**config.mk**
```make
export PLATFORM = sky130hd
export DESIGN_NAME = quine_uart_streamer
export DESIGN_NICKNAME = d
export VERILOG_FILES = /design/src/rtl/quine_uart_streamer.sv
export SDC_FILE = /design/constraint.sdc
export NUM_CORES = 1
export LEC_CHECK = 0
export ABC_AREA = 1
export CORE_ASPECT_RATIO = 0.8
export CORE_UTILIZATION = 42
export CTS_CLUSTER_DIAMETER = 50
export DETAILED_ROUTE_END_ITERATION = 8
export PLACE_DENSITY = 0.64
export SETUP_SLACK_MARGIN = 0.2
export SLEW_MARGIN = 20
export SYNTH_ARGS = -nofsm -noshare
export SYNTH_HDL_FRONTEND = slang
export SYNTH_SLANG_ARGS = --single-unit
```
**constraint.sdc**
```tcl
create_clock -name clk -period 1.41 [get_ports clk]
set_input_delay 0.2115 -clock clk [delete_from_list [all_inputs] [get_ports clk]]
set_output_delay 0.2115 -clock clk [all_outputs]
set_load 0.01 [all_outputs]
```
**src/rtl/quine_uart_streamer.sv**
```systemverilog
// quine_uart_streamer: walks a byte ROM that holds the design's own source
// text and sends each byte as one UART frame (start bit, 8 data bits LSB
// first, optional even parity, STOP_BITS stop bits). Each bit lasts CLK_DIV
// clocks. One FETCH cycle of idle line separates consecutive frames.
//
// Build option: define QUINE_PARITY_EN to insert an even-parity bit after
// data bit 7. Without the macro no parity logic exists.
module quine_uart_streamer #(
  parameter int unsigned DEPTH     = 1024,
  parameter int unsigned ADDR_W    = (DEPTH > 1) ? $clog2(DEPTH) : 1,
  parameter int unsigned CLK_DIV   = 16,
  parameter int unsigned STOP_BITS = 1
) (
  input  logic              clk,
  input  logic              rst,
  input  logic              start,
  input  logic              loop,
  output logic [ADDR_W-1:0] rom_addr,
  input  logic [7:0]        rom_data,
  output logic              tx,
  output logic              busy,
  output logic              done,
  output logic [7:0]        byte_data,
  output logic              byte_valid
);

`ifdef QUINE_PARITY_EN
  localparam int unsigned PAR_BITS = 1;
`else
  localparam int unsigned PAR_BITS = 0;
`endif

  // Whole frame including the start bit; the shifter holds everything after it.
  localparam int unsigned FRAME_BITS = 9 + STOP_BITS + PAR_BITS;
  localparam int unsigned SHIFT_W    = FRAME_BITS - 1;
  localparam int unsigned CNT_W      = $clog2(CLK_DIV);
  localparam int unsigned IDX_W      = $clog2(FRAME_BITS);

  localparam logic [CNT_W-1:0]  CNT_LAST  = CNT_W'(CLK_DIV - 1);
  localparam logic [IDX_W-1:0]  IDX_LAST  = IDX_W'(FRAME_BITS - 1);
  localparam logic [ADDR_W-1:0] ADDR_LAST = ADDR_W'(DEPTH - 1);

  typedef enum logic [1:0] {
    IDLE  = 2'd0,
    FETCH = 2'd1,
    SEND  = 2'd2
  } state_t;

  state_t             state;
  logic [SHIFT_W-1:0] shifter;
  logic [CNT_W-1:0]   bit_cnt;
  logic [IDX_W-1:0]   bit_idx;
  logic [SHIFT_W-1:0] frame_load;

  // Bits that follow the start bit, in transmit order from bit 0 upward.
`ifdef QUINE_PARITY_EN
  assign frame_load = {{STOP_BITS{1'b1}}, ^rom_data, rom_data};
`else
  assign frame_load = {{STOP_BITS{1'b1}}, rom_data};
`endif

  // Playback FSM: address walk, bit timing, line driver and status pulses.
  always_ff @(posedge clk) begin
    if (rst) begin
      state      <= IDLE;
      rom_addr   <= '0;
      tx         <= 1'b1;
      busy       <= 1'b0;
      done       <= 1'b0;
      byte_data  <= '0;
      byte_valid <= 1'b0;
      shifter    <= '0;
      bit_cnt    <= '0;
      bit_idx    <= '0;
    end else begin
      // NOTE: non-blocking defaults make done/byte_valid single-cycle pulses;
      // any branch below that assigns them later in this block wins.
      done       <= 1'b0;
      byte_valid <= 1'b0;
      case (state)
        IDLE: begin
          if (start) begin
            state    <= FETCH;
            rom_addr <= '0;
            busy     <= 1'b1;
          end
        end

        // rom_data for the current address is valid at the end of this cycle.
        FETCH: begin
          state      <= SEND;
          shifter    <= frame_load;
          byte_data  <= rom_data;
          byte_valid <= 1'b1;
          tx         <= 1'b0;
          bit_cnt    <= '0;
          bit_idx    <= '0;
        end

        SEND: begin
          if (bit_cnt != CNT_LAST) begin
            bit_cnt <= bit_cnt + 1'b1;
          end else begin
            bit_cnt <= '0;
            if (bit_idx != IDX_LAST) begin
              bit_idx <= bit_idx + 1'b1;
              tx      <= shifter[0];
              shifter <= {1'b1, shifter[SHIFT_W-1:1]};
            end else begin
              // End of the last stop bit: the line stays high from here on.
              tx      <= 1'b1;
              bit_idx <= '0;
              if (rom_addr != ADDR_LAST) begin
                rom_addr <= rom_addr + 1'b1;
                state    <= FETCH;
              end else if (loop) begin
                rom_addr <= '0;
                state    <= FETCH;
              end else begin
                state <= IDLE;
                busy  <= 1'b0;
                done  <= 1'b1;
              end
            end
          end
        end

        default: state <= IDLE;
      endcase
    end
  end

endmodule

```
Yosys cells after proc, flatten, opt, wreduce, memory -nomap -nowiden
Index checks and enable logic that the tools add are counted.

$add $sub $neg: 3. Reductions and logical operators: 9. Equal/unequal tests: 12. Multiplexer cells: 31. Bitwise logic cells: 1.

Operators by type and width (count): $mux W10 (5); $pmux W10 S2 (1); $mux W9 (2); $pmux W9 S2 (1); $pmux W4 S2 (2); $mux W4 (3); $ne A2 B2 Y1 const B (6); $mux W1 (11); $add A10 B1 Y10 const B (1); $ne A10 B10 Y1 const B (1); $add A4 B1 Y4 const B (2); $ne A4 B4 Y1 const B (2); $mux W2 (3); $pmux W2 S3 (1); $reduce_and A3 Y1 (2); $reduce_and A6 Y1 (1); $reduce_and A5 Y1 (1); $reduce_or A5 Y1 (1); $pmux W1 S2 (2); $reduce_bool A2 Y1 (2); $ne A3 B3 Y1 const B (1); $eq A2 B1 Y1 const B (1); $eq A2 B2 Y1 const B (1); $logic_not A2 Y1 (1); 2 further kinds (2).

Output and inout bits: 22. Register bits: 41. Logic and storage cells: 66. Input port bits: 12.

Logic depth before layout (Yosys ltp)
Depth in word-level cells: 5. Depth in mapped cells: 11.

Worst setup path before layout
No wires, ideal clock.

Path kind: register to register. From: reg state[0]. To: reg tx. Required time: 1.277 ns. Data arrival time: 1.348 ns. Library setup time: 0.133 ns. Cell stages (with the launch flop): 10. Path slack: -0.071 ns. Cells stage by stage: dfxtp_1 inv_1 ha_1 buf_6 nand2_2 o21ai_2 inv_2 nand2_2 a21oi_1 o21ai_0.

Cells in the longest elaborated chain, start to end: 3.

Ends and longest elaborated chain: from (decl) (RTL line 49) `state_t state;`; from (signal assigned) (RTL line 65) `state <= IDLE;`; from (signal assigned) (RTL line 83) `state <= FETCH;`; from (signal assigned) (RTL line 91) `state <= SEND;`; $eq A2 B2 Y1 or $eq A2 B1 Y1 (tied branches) (RTL line 80) `case (state)`; $ne A2 B2 Y1 (no line) or $reduce_bool A2 Y1 (tied branches); $reduce_and A2 Y1 (no line); to (signal assigned) (RTL line 107) `tx <= shifter[0];`; to (decl) (RTL line 20) `output logic tx,`.

Several ways; a longest one is shown, not always the timed one. A chain may end at the register's enable or synchronous reset.

Worst setup path in the final report
From: reg state[1]. To: reg rom_addr[3].

Cells in the longest elaborated chain, start to end: 3.

Ends and longest elaborated chain: $eq A2 B2 Y1 or $logic_not A2 Y1 (tied branches) (RTL line 80); $ne A3 B3 Y1 (no line), or another cell as far along; $reduce_and A5 Y1 (no line); to (signal assigned) (RTL line 114) `rom_addr <= rom_addr + 1'b1;`; to (decl) (RTL line 18) `output logic [ADDR_W-1:0] rom_addr,`.

Several ways; a longest one is shown, not always the timed one.

==> impl_metrics.ini <==
[run_status]
outcome = finished with violations
violations = negative setup slack

[worst_setup_path]
crit_family = simple AND/OR/NAND/NOR gates
critical_path_arrival_ps = 1730
crit_path_max_incr_delay_ps = 390
path_cells = inv_4 > ha_4 > inv_2 > or2_4 > nand4_1 > nor2_2 > nand2_1 > a21oi_2
start_kind = register
rr_worst_depth = 8
crit_buf_inv = 2
crit_path_end_kind = register
cp.required_ps = 1640
critPathSlowestCell = dfxtp_4
ff2ff_setup_slack_ps = -80
r2r_start = state[1]
r2r_end = rom_addr[3]
critPathMaxFanout = 3
path_class = reg -> reg

[synth]
postSynthNetCount = 302
ys_seq_area_share_pct = 40.0
synth_cell_type_count = 29
syn_avg_cell_area_um2 = 7.28
synthCells = 282
yosys_warnings = 0
ys_ff_latch = 41
netlist_area_um2 = 2050

[cts]
clock-root-buffer = clkbuf_8
cts_buffers = 5
cts_htree_levels = 2
clkSlewWorstSetupHoldPaths_ps = 80
cts_tree = done
postCtsHoldBufs = 0
clock_path_buffers = 2
cts.sinks = 41
clk_latency_ps = 300

[hold_path]
holdCritPathClass = reg -> reg
worstHoldPathCells = 2
min_to = shifter[8]
min_from = shifter[8]

[power]
p_leak_nw = 1.42
peakVddDrop_v = 0.00118
p_per_area_nw_per_um2 = 1700

[routing]
drt_iter0_drc = 92
viasPerCell = 4.97
finalWirelength_um = 5810
dr.pass1.iters = 4
drc = 0
num_vias = 2164
ant_nets = 0
wl_per_cell_um = 13.4

[global_route]
gr-total-overflow = 0
grt_use_total_pct = 22.7
grt_max_degree = 19
grt_pass1_vias = 1926
antenna_found_initial = 0
grt_pass1_wl_um = 8980

[sta]
rsz0062_at_grt = yes
skew_ps = 4.56
final.min_clock_period_ps = 1490
slew_headroom_pct = 84.0
max_freq_mhz = 669
worst_slack_ps = -84.8
worst_pin_slew_ps = 239
holdWs_ps = 459
finalSetupViolations = 21
slew_viol_final = 0
finalHoldViolations = 0
finalCritPeriodShare_pct = 106

[floorplanning]
io_pins = 34
die_w_um = 80.1
die-area_um2 = 5170
rows = 22
die_height_um = 64.5
core_area_um2 = 4650
initial_core_util_pct = 44.1

[job]
drv_cap = 0

[placed_design]
hpwl_um = 3760
routabilityCongestion = 0.821
place.port_buffers = 33

[layout]
area_growth_pct = 59.9
diodes = 0
layout.nets = 394
postLayoutCoreUtil_pct = 70.5
drive_above_1_share_pct = 40.0
[layout by cell type (no fill, tap or decap), types with 3 or more instances in the layout]
cell type and n:
o21ai_1 8, nand3_2 4, buf_2 3, nand3_4 3, nand4_1 3, nor3_1 4
a21oi_2 6, clkbuf_2 3, o21ai_0 12, clkbuf_8 5, nor2_2 4, dfxtp_2 9
nand2_1 47, ha_4 6, buf_6 17, nor2_1 15, clkdlybuf4s50_1 11, nand2_2 6
nor2_4 3, inv_2 7, dfxtp_1 30, buf_4 44, nand2_4 5, inv_1 27
nand3_1 20, dlygate4sd2_1 13, o21ai_2 6, a21oi_1 28
[state kept, by name (all words and copies together) (netlist names)]
register    flops
bit_cnt         4
bit_idx         4
busy            1
byte_data       8
byte_valid      1
done            1
rom_addr       10
shifter         9
state           2
tx              1
[synth_stat cells, drive strengths merged]
library cell | count | area share, %
a211oi | 1 | 0.37
a21oi | 34 | 8.3
buf | 4 | 1.6
clkbuf | 5 | 0.91
dfxtp | 41 | 40
ha | 8 | 4.9
inv | 37 | 6.8
nand2 | 60 | 12
nand3 | 27 | 7.8
nand3b | 1 | 0.37
nand4 | 4 | 1.5
nor2 | 23 | 5.7
nor3 | 4 | 0.98
nor3b | 1 | 0.37
nor4 | 1 | 0.31
o21ai | 27 | 6.8
o21bai | 1 | 0.37
or2 | 1 | 0.31
xor2 | 2 | 0.85
[report_power, final]
part           internal [W]  switching (W)  leakage, nW
combinational       0.00154        0.00166         1.03
clock              0.000343       0.000414       0.0450
sequential          0.00145       0.000180        0.340
[cells by family after synthesis]
logic type                 after synthesis  share of synthesized area, %
xor gates and xnor gates                 2                         0.854
DFF                                     41                          40.0
and+or+nand+nor                        122                          29.2
adders and majority gates                8                          4.88
AOI/OAI and AO/OA                       63                          15.8
buffers and inverters                   46                          9.27
[worst min-delay path, stage by stage, from the launching register on]
cell	delay [ps]
dfxtp_1	320
inv_1	50
a21oi_1	50
[area by class of cell]
cell class                      instances  area (um2)
Sequential cell                        41         840
Clock buffer                            6        72.6
Clock inverter                          2        10.0
Fill cell                             379        1370
Multi-Input combinational cell        195        1310
Inverter                               37         149
Tap cell                               60        75.1
Timing Repair Buffer                   94         822
[stage by stage]
stage                     setup WS [ps]  total power, W  cells  instance area (um2)  TNS, ps
after floorplan                    60.3         0.00317    282                 2170        0
after global placement            -41.5         0.00398    404                 2810     -343
after detailed placement          -50.2         0.00401    404                 2810     -438
after CTS                         -9.06         0.00524    422                 3110    -16.2
after global routing               -168         0.00597    435                 3280    -2070
final                             -84.8         0.00559    435                 3280     -521
[what timing repair did]
| action | CTS | global route |
|---|---|---|
| endpoints found under the hold margin | 0 | 0 |
| setup buffers | 10 | 13 |
| pin swaps | 17 | 13 |
| resized for setup | 89 | 41 |
| endpoints found under the setup margin | 60 | 44 |
[how the worst max path moves through the flow]
stage                         from          end  slack (ps)  cells past startpoint
after floorplan           state[0]  rom_addr[2]          60                      9
after global placement       start  rom_addr[1]         -40                      7
after detailed placement      loop  rom_addr[5]         -50                      7
after CTS                 state[0]  rom_addr[5]          -9                      8
after global routing      state[0]  rom_addr[3]        -170                      8
final                     state[1]  rom_addr[3]         -80                      8
[layer usage]
layer  global-route usage [%]  vias up  share of wire, %
li1                         -     1113                 -
met1                     31.0      998                48
met2                     34.7       44                47
met3                     5.63        9               4.1
met4                     8.26        0               1.3
met5                        0        -                 0
(Power assumes the default switching activity.)
